--- config.mk ---
export PLATFORM = sky130hd
export DESIGN_NAME = bus_burst_ctrl
export DESIGN_NICKNAME = d
export VERILOG_FILES = /design/src/rtl/bus_burst_pkg.sv /design/src/rtl/beat_counter.sv /design/src/rtl/bus_burst_ctrl.sv
export SDC_FILE = /design/constraint.sdc
export NUM_CORES = 1
export LEC_CHECK = 0
export BUFFER_PORTS_ARGS = -buffer_cell sky130_fd_sc_hd__buf_2
export CAP_MARGIN = 20
export CORE_MARGIN = 8
export CORE_UTILIZATION = 37
export DETAILED_ROUTE_END_ITERATION = 10
export GPL_ROUTABILITY_DRIVEN = 0
export GPL_TIMING_DRIVEN = 0
export PLACE_DENSITY = 0.75
export SYNTH_ARGS = -nofsm -noshare
export SYNTH_HDL_FRONTEND = slang
export SYNTH_SLANG_ARGS = --single-unit
--- constraint.sdc ---
create_clock -name clk -period 1.7 [get_ports clk]
set_clock_uncertainty 0.1 [all_clocks]
set_input_delay 0.085 -clock clk [delete_from_list [all_inputs] [get_ports clk]]
set_output_delay 0.085 -clock clk [all_outputs]
set_load 0.1 [all_outputs]
--- src/rtl/bus_burst_pkg.sv ---
// rtl/bus_burst_pkg.sv - shared types, widths and grant helpers for bus_burst_ctrl
package bus_burst_pkg;

    typedef enum logic [1:0] {
        ST_IDLE = 2'd0,
        ST_XFER = 2'd1,
        ST_DONE = 2'd2
    } state_e;

    localparam int OWNER_W    = 2;
    localparam int DEF_DATA_W = 8;
    localparam int DEF_LEN_W  = 4;

    function automatic logic onehot4(input logic [3:0] v);
        return (v != 4'd0) && ((v & (v - 4'd1)) == 4'd0);
    endfunction

    function automatic logic [OWNER_W-1:0] enc4(input logic [3:0] v);
        logic [OWNER_W-1:0] idx;
        idx = '0;
        for (int i = 0; i < 4; i++) begin
            if (v[i]) idx = OWNER_W'(i);
        end
        return idx;
    endfunction

endpackage

--- src/rtl/beat_counter.sv ---
// rtl/beat_counter.sv - load/decrement beats-remaining counter with zero flag
module beat_counter #(
    parameter int LEN_W = 4
) (
    input  logic             clk,
    input  logic             rst,
    input  logic             load,
    input  logic [LEN_W-1:0] load_val,
    input  logic             dec,
    output logic [LEN_W-1:0] count,
    output logic             zero
);

    logic [LEN_W-1:0] count_q, count_d;

    // Decrement is gated at zero so the counter can never wrap.
    always_comb begin
        count_d = count_q;
        if (load) begin
            count_d = load_val;
        end else if (dec && (count_q != '0)) begin
            count_d = count_q - LEN_W'(1);
        end
    end

    always_ff @(posedge clk) begin
        if (rst) count_q <= '0;
        else     count_q <= count_d;
    end

    assign count = count_q;
    assign zero  = (count_q == '0);

endmodule

--- src/rtl/bus_burst_ctrl.sv ---
// rtl/bus_burst_ctrl.sv - turns a one-hot arbiter grant into an owned burst on a shared bus
module bus_burst_ctrl
    import bus_burst_pkg::*;
#(
    parameter int DATA_W = DEF_DATA_W,
    parameter int LEN_W  = DEF_LEN_W
) (
    input  logic               clk,
    input  logic               rst,
    input  logic               gnt3,
    input  logic               gnt2,
    input  logic               gnt1,
    input  logic               gnt0,
    input  logic [DATA_W-1:0]  mdata3,
    input  logic [DATA_W-1:0]  mdata2,
    input  logic [DATA_W-1:0]  mdata1,
    input  logic [DATA_W-1:0]  mdata0,
    input  logic [LEN_W-1:0]   mlen3,
    input  logic [LEN_W-1:0]   mlen2,
    input  logic [LEN_W-1:0]   mlen1,
    input  logic [LEN_W-1:0]   mlen0,
    input  logic               bus_ready,
    output logic               bus_valid,
    output logic [DATA_W-1:0]  bus_data,
    output logic               bus_last,
    output logic [OWNER_W-1:0] bus_owner,
    output logic               busy,
    output logic               done3,
    output logic               done2,
    output logic               done1,
    output logic               done0,
    output logic               gnt_err
);

    state_e               state_q, state_d;
    logic [OWNER_W-1:0]   owner_q, owner_d;
    logic                 valid_q, valid_d;
    logic                 last_q, last_d;
    logic                 busy_q, busy_d;
    logic [3:0]           done_q, done_d;
    logic                 gnt_err_q, gnt_err_d;

    logic [3:0]           gnt;
    logic [OWNER_W-1:0]   gnt_idx;
    logic [LEN_W-1:0]     mlen_sel;
    logic                 cnt_load, cnt_dec, cnt_zero;
    logic [LEN_W-1:0]     cnt_val;

    assign gnt     = {gnt3, gnt2, gnt1, gnt0};
    assign gnt_idx = enc4(gnt);

    always_comb begin
        case (gnt_idx)
            2'd0:    mlen_sel = mlen0;
            2'd1:    mlen_sel = mlen1;
            2'd2:    mlen_sel = mlen2;
            default: mlen_sel = mlen3;
        endcase
    end

    beat_counter #(.LEN_W(LEN_W)) u_beat_counter (
        .clk      (clk),
        .rst      (rst),
        .load     (cnt_load),
        .load_val (mlen_sel),
        .dec      (cnt_dec),
        .count    (cnt_val),
        .zero     (cnt_zero)
    );

    // Outputs are computed from the next state so every one of them leaves a flop.
    always_comb begin
        state_d   = state_q;
        owner_d   = owner_q;
        valid_d   = 1'b0;
        last_d    = 1'b0;
        done_d    = 4'd0;
        gnt_err_d = 1'b0;
        cnt_load  = 1'b0;
        cnt_dec   = 1'b0;
        case (state_q)
            ST_IDLE: begin
                if (onehot4(gnt)) begin
                    owner_d  = gnt_idx;
                    cnt_load = 1'b1;
                    state_d  = ST_XFER;
                    valid_d  = 1'b1;
                    last_d   = (mlen_sel == '0);
                end else if (gnt != 4'd0) begin
                    gnt_err_d = 1'b1;
                end
            end
            ST_XFER: begin
                valid_d = 1'b1;
                last_d  = last_q;
                if (bus_ready) begin
                    if (cnt_zero) begin
                        state_d         = ST_DONE;
                        valid_d         = 1'b0;
                        last_d          = 1'b0;
                        done_d[owner_q] = 1'b1;
                    end else begin
                        cnt_dec = 1'b1;
                        last_d  = (cnt_val == LEN_W'(1));
                    end
                end
            end
            ST_DONE: begin
                state_d = ST_IDLE;
            end
            default: begin
                state_d = ST_IDLE;
            end
        endcase
        busy_d = (state_d != ST_IDLE);
    end

    always_ff @(posedge clk) begin
        if (rst) begin
            state_q   <= ST_IDLE;
            owner_q   <= '0;
            valid_q   <= 1'b0;
            last_q    <= 1'b0;
            busy_q    <= 1'b0;
            done_q    <= 4'd0;
            gnt_err_q <= 1'b0;
        end else begin
            state_q   <= state_d;
            owner_q   <= owner_d;
            valid_q   <= valid_d;
            last_q    <= last_d;
            busy_q    <= busy_d;
            done_q    <= done_d;
            gnt_err_q <= gnt_err_d;
        end
    end

    always_comb begin
        case (owner_q)
            2'd0:    bus_data = mdata0;
            2'd1:    bus_data = mdata1;
            2'd2:    bus_data = mdata2;
            default: bus_data = mdata3;
        endcase
    end

    assign bus_valid = valid_q;
    assign bus_last  = last_q;
    assign bus_owner = owner_q;
    assign busy      = busy_q;
    assign {done3, done2, done1, done0} = done_q;
    assign gnt_err   = gnt_err_q;

endmodule

* After elaboration in Yosys (flattened, before gate mapping)
Index checks and enable logic that the tools add are counted.
Storage, ports and cells: flip-flop bits (word level) 16, input bits 55, output and inout bits 18, logic and storage cells 65
Operators by class: $add $sub $neg 2, order comparisons 2, eq/ne operators 7, muxes and demuxes 25, bitwise operators 5, reductions and logical operators 16
Operator list (count):
- 8-bit case mux with 3 select lines | 1
- 4-bit logical NOT | 3
- 1-bit two-way mux | 12
- 4-bit case mux with 3 select lines | 1
- 2-bit two-way mux | 5
- 4-bit two-way mux | 2
- 4-bit nonzero test | 2
- 4-bit by 1-bit subtractor with 4-bit output (second input constant) | 2
- 2-bit by 1-bit equality test with 1-bit output (second input constant) | 3
- 2-bit logical NOT | 3
- 4-bit bitwise AND | 1
- 2-bit equality test (second input constant) | 2
- 4-bit by 1-bit equality test with 1-bit output (second input constant) | 1
- 1-bit inverter | 4
- 1-bit case mux with 2 select lines | 2
- 2-bit case mux with 2 select lines | 1
- 2-bit nonzero test | 2
- 4-bit OR reduction | 1
- 1-bit logical AND | 3
- 2-bit by 3-bit < comparator with 1-bit output (second input constant) | 1
- 3-bit OR reduction | 1
- 1-bit demux with 2-bit select | 1
- 2-bit by 1-bit greater-or-equal comparator with 1-bit output (second input constant) | 1
- 2-bit != test (second input constant) | 1
- 2-bit AND reduction | 1

* Depth between registers and ports, before layout
depth after elaboration 8, mapped depth 6, mapped depth without buffers 6

* Modules after synthesis
Synthesis repeated with hierarchy kept, for this count alone.
Unflattened totals: cell total of the unflattened synthesis 128, area, all modules 1203.7 um^2
Modules (own cells, without submodules):
- bus_burst_ctrl | instances 1, cells an instance 99, area an instance 940.9 um^2, sequential area each 240.2 um^2
- beat_counter | instances 1, cells an instance 29, area an instance 262.8 um^2, sequential area each 80.1 um^2

* Least setup slack after synthesis
Ideal clock, no wire load.
kind register -> output, from register owner_q[0] (netlist: bus_owner[0]), to output bus_data[0], arrival 2159 ps, data required time 1515 ps, slack -644 ps, cell stages (with the launch flop) 3, path buffers 1, cell sequence dfxtp_1 buf_2 mux4_2
Between the ends: word-level cells in the longest chain between the ends 2, elaborated cells on any way between the ends 4, those cells by class eq/ne (2); mux (1); reduce/logical (1)
Ends and longest elaborated chain:
- from (decl) | RTL line bus_burst_ctrl.sv:36 | logic [OWNER_W-1:0] owner_q, owner_d;
- from (signal assigned) | RTL line bus_burst_ctrl.sv:129 | owner_q <= owner_d;
- 2-bit equality test (tied with other cells) | RTL line bus_burst_ctrl.sv:139 | case (owner_q)
- 8-bit case mux with 3 select lines * | RTL line bus_burst_ctrl.sv:139
- to (decl) | RTL line bus_burst_ctrl.sv:24 | output logic [DATA_W-1:0] bus_data,
Mark *: on every way between the ends. The rest lies on a longest branch, timed or not.

* Final worst setup path
Ends and elaborated chain as after synthesis.

==> flow_summary.ini <==
[outcome]
outcome = finished with violations
violations = setup timing

[power_and_ir_drop]
power.density_nw_per_um2 = 837
irDropWorstVdd_uv = 655
p_leak_nw = 0.754

[critical_path]
path_class = flip-flop to primary output
worstSetupEndpointType = primary output
slowest_delay_ns = 0.56
crit_path_top_delay_cell = mux4_2
crit_required_ns = 1.51
cp-start-kind = flip-flop
reg2reg_slack_ns = 0.08
path_cells = buf_8 -> mux4_2 -> buf_12
cp_max_fo = 8
crit_arrival_ns = 1.57

[layout]
drive_gt1_share_pct = 58.6
final_area_um2 = 1690
finalNetCount = 249
diodes = 0
area_growth_pct = 54.3
fillers = 231

[synthesis]
ys_types = 36
async_flop_share_pct = 0
synth_top_family_by_area = simple AND/OR/NAND/NOR gates
synthSimpleGateAreaFrac_pct = 23.5
yosysWarnings = 0
syn_area_um2 = 1100
synth.most_common_cell = dfxtp_1
yosys.area.top_type = dfxtp_1
synth-seq-cells = 16
synthCells = 111
synth_nets = 168
synth_compound_area_share_pct = 17.6
yosysSeqAreaShare_pct = 29.2
yosys.area.top_type_share_pct = 29.2
synth.area.top_cells = dfxtp_1, mux4_2, a211oi_1, nor3b_1, mux2i_1
synth_edf_count = 0
synthXorXnorAreaFrac_pct = 1.60
ys.flop_type = dfxtp_1
synthAdderAreaFrac_pct = 2.28
synthMuxAreaShare_pct = 20.1
synth.avg_cell_area_um2 = 9.87
ys_top_cells_by_count = dfxtp_1, mux4_2, a211oi_1, a21oi_1, nor3_1

[placement]
dp_hpwl_um = 3050
io_buffer_count = 71
placed_area_um2 = 1510
dp_worst_setup_slack_ns = -0.101

[sta]
period_needed_ns = 1.76
finalCritPeriodShare_pct = 103
tightest_slew_ns = 0.532
rsz0062_at_grt = yes
holdWs_ns = 0.00746
hold_viol_final = 0
fmax_mhz = 569
maxSlewHeadroom_pct = 64.6
setup_viol = 6
layout_setup_ws_ns = -0.0565
drv_slew = 0
fin_tns_setup_ns = -0.150

[global_route]
grt_use_total_pct = 15.0
antenna_found_initial = 0
grt_pass1_vias = 1309
grt_pass1_wl_um = 6190
grt_remaining_overflow = 0
grt_max_degree = 11

[clocking]
insertion_delay_ns = 0.29
htree_levels = 1
clock_path_buffers = 2
cts-buffers-inserted = 3
clockRootBuffer = clkbuf_4
clock_sinks = 16
cts_tree = built
cts.reportedPaths.clkPinSlew_ns = 0.09

[floorplanning]
start_util_pct = 39.4
core_area_um2 = 2780
rows = 19
ios = 73
die_y_um = 70.4
die-area_um2 = 4960
die_w_um = 70.4

[detailed_routing]
dr.pass1.iters = 4
wire_per_inst_um = 17.2
wl_um = 3810
drc = 0
drtIter0Drc = 53
antenna_left = 0
viasPerCell = 5.65
vias = 1254

[flow_run]
cap_violations = 0

[hold_path]
holdCritPathClass = input port to flip-flop
## worst paths after layout
check                                                          start                                    to  cells after the start
worst max-delay path                       bus_owner[0]$_SDFFE_PP0P_                           bus_data[0]                      3
worst min-delay path                                       bus_ready                 state_q[1]$_SDFF_PP0_                      3
worst max register to register  u_beat_counter.count[0]$_SDFFE_PP0P_  u_beat_counter.count[1]$_SDFFE_PP0P_                      7
worst min register to register  u_beat_counter.count[0]$_SDFFE_PP0P_  u_beat_counter.count[0]$_SDFFE_PP0P_                      3
## per-stage QoR
step / instances / utilization [%] / power [mW]
2_1_floorplan: 111 / - / 0.960
3_3_place_gp: 213 / 54.1 / 1.09
3_5_place_dp: 213 / 54.1 / 1.10
4_1_cts: 221 / 58.7 / 1.38
5_1_grt: 222 / 60.8 / 1.48
6_report: 222 / 60.8 / 1.42
## layout by cell type (no fill, tap or decap), types with 4 or more instances in the layout
cell	instances
buf_2	64
a211oi_1	4
clkbuf_4	4
buf_6	8
a21oi_1	7
nor2b_1	5
nor3_1	5
mux2i_1	4
nor3b_1	5
nor2_1	6
mux4_2	8
inv_1	4
dfxtp_1	12
## power breakdown
| group | switching [mW] | internal [mW] |
|---|---|---|
| Sequential | 0.0267 | 0.403 |
| Combinational | 0.508 | 0.270 |
| Clock | 0.122 | 0.0856 |
## critical path, delay by kind of cell, from the launching register on
| family | cells | cell delay [ns] |
|---|---|---|
| buf+inv | 2 | 0.33 |
| mux | 1 | 0.56 |
| flops | 1 | 0.38 |
## layer usage
metal | up-vias | part of all wire [%] | global-route usage, %
li1 | 594 | - | -
met1 | 583 | 41 | 16.6
met2 | 72 | 47 | 25.2
met3 | 5 | 9.9 | 4.94
met4 | 0 | 1.9 | 7.37
met5 | - | 0 | 0
## sequential cells by signal, indices dropped and copies added (netlist names)
signal,count
u_beat_counter.count,4
bus_valid,1
state_q,2
bus_last,1
done_q,4
bus_owner,2
gnt_err,1
busy,1
## cells by family after synthesis
logic type	count (synthesis)
compound gates	26
xor+xnor	2
fa+ha+maj	2
buf+inv	12
flops	16
mux	12
simple gates	41
## timing repair
action                                 in CTS  in global routing
hold buffers                                2                  0
setup buffers                               2                  2
pin swaps                                   0                  2
setup endpoints to repair                  12                 16
endpoints found under the hold margin       3                  0
resized for setup                          19                 15
## final cells by class
| type | count | area (um2) | area share [%] |
|---|---|---|---|
| multi-input combinational | 83 | 769 | 45.5 |
| timing repair buffer | 76 | 453 | 26.8 |
| sequential | 16 | 330 | 19.5 |
| buffer | 6 | 51.3 | 3.03 |
| tap | 31 | 38.8 | 2.29 |
| clock buffer | 3 | 22.5 | 1.33 |
| inverter | 6 | 22.5 | 1.33 |
| clock inverter | 1 | 3.75 | 0.222 |
Note: power is estimated with default switching activity, not from simulation.
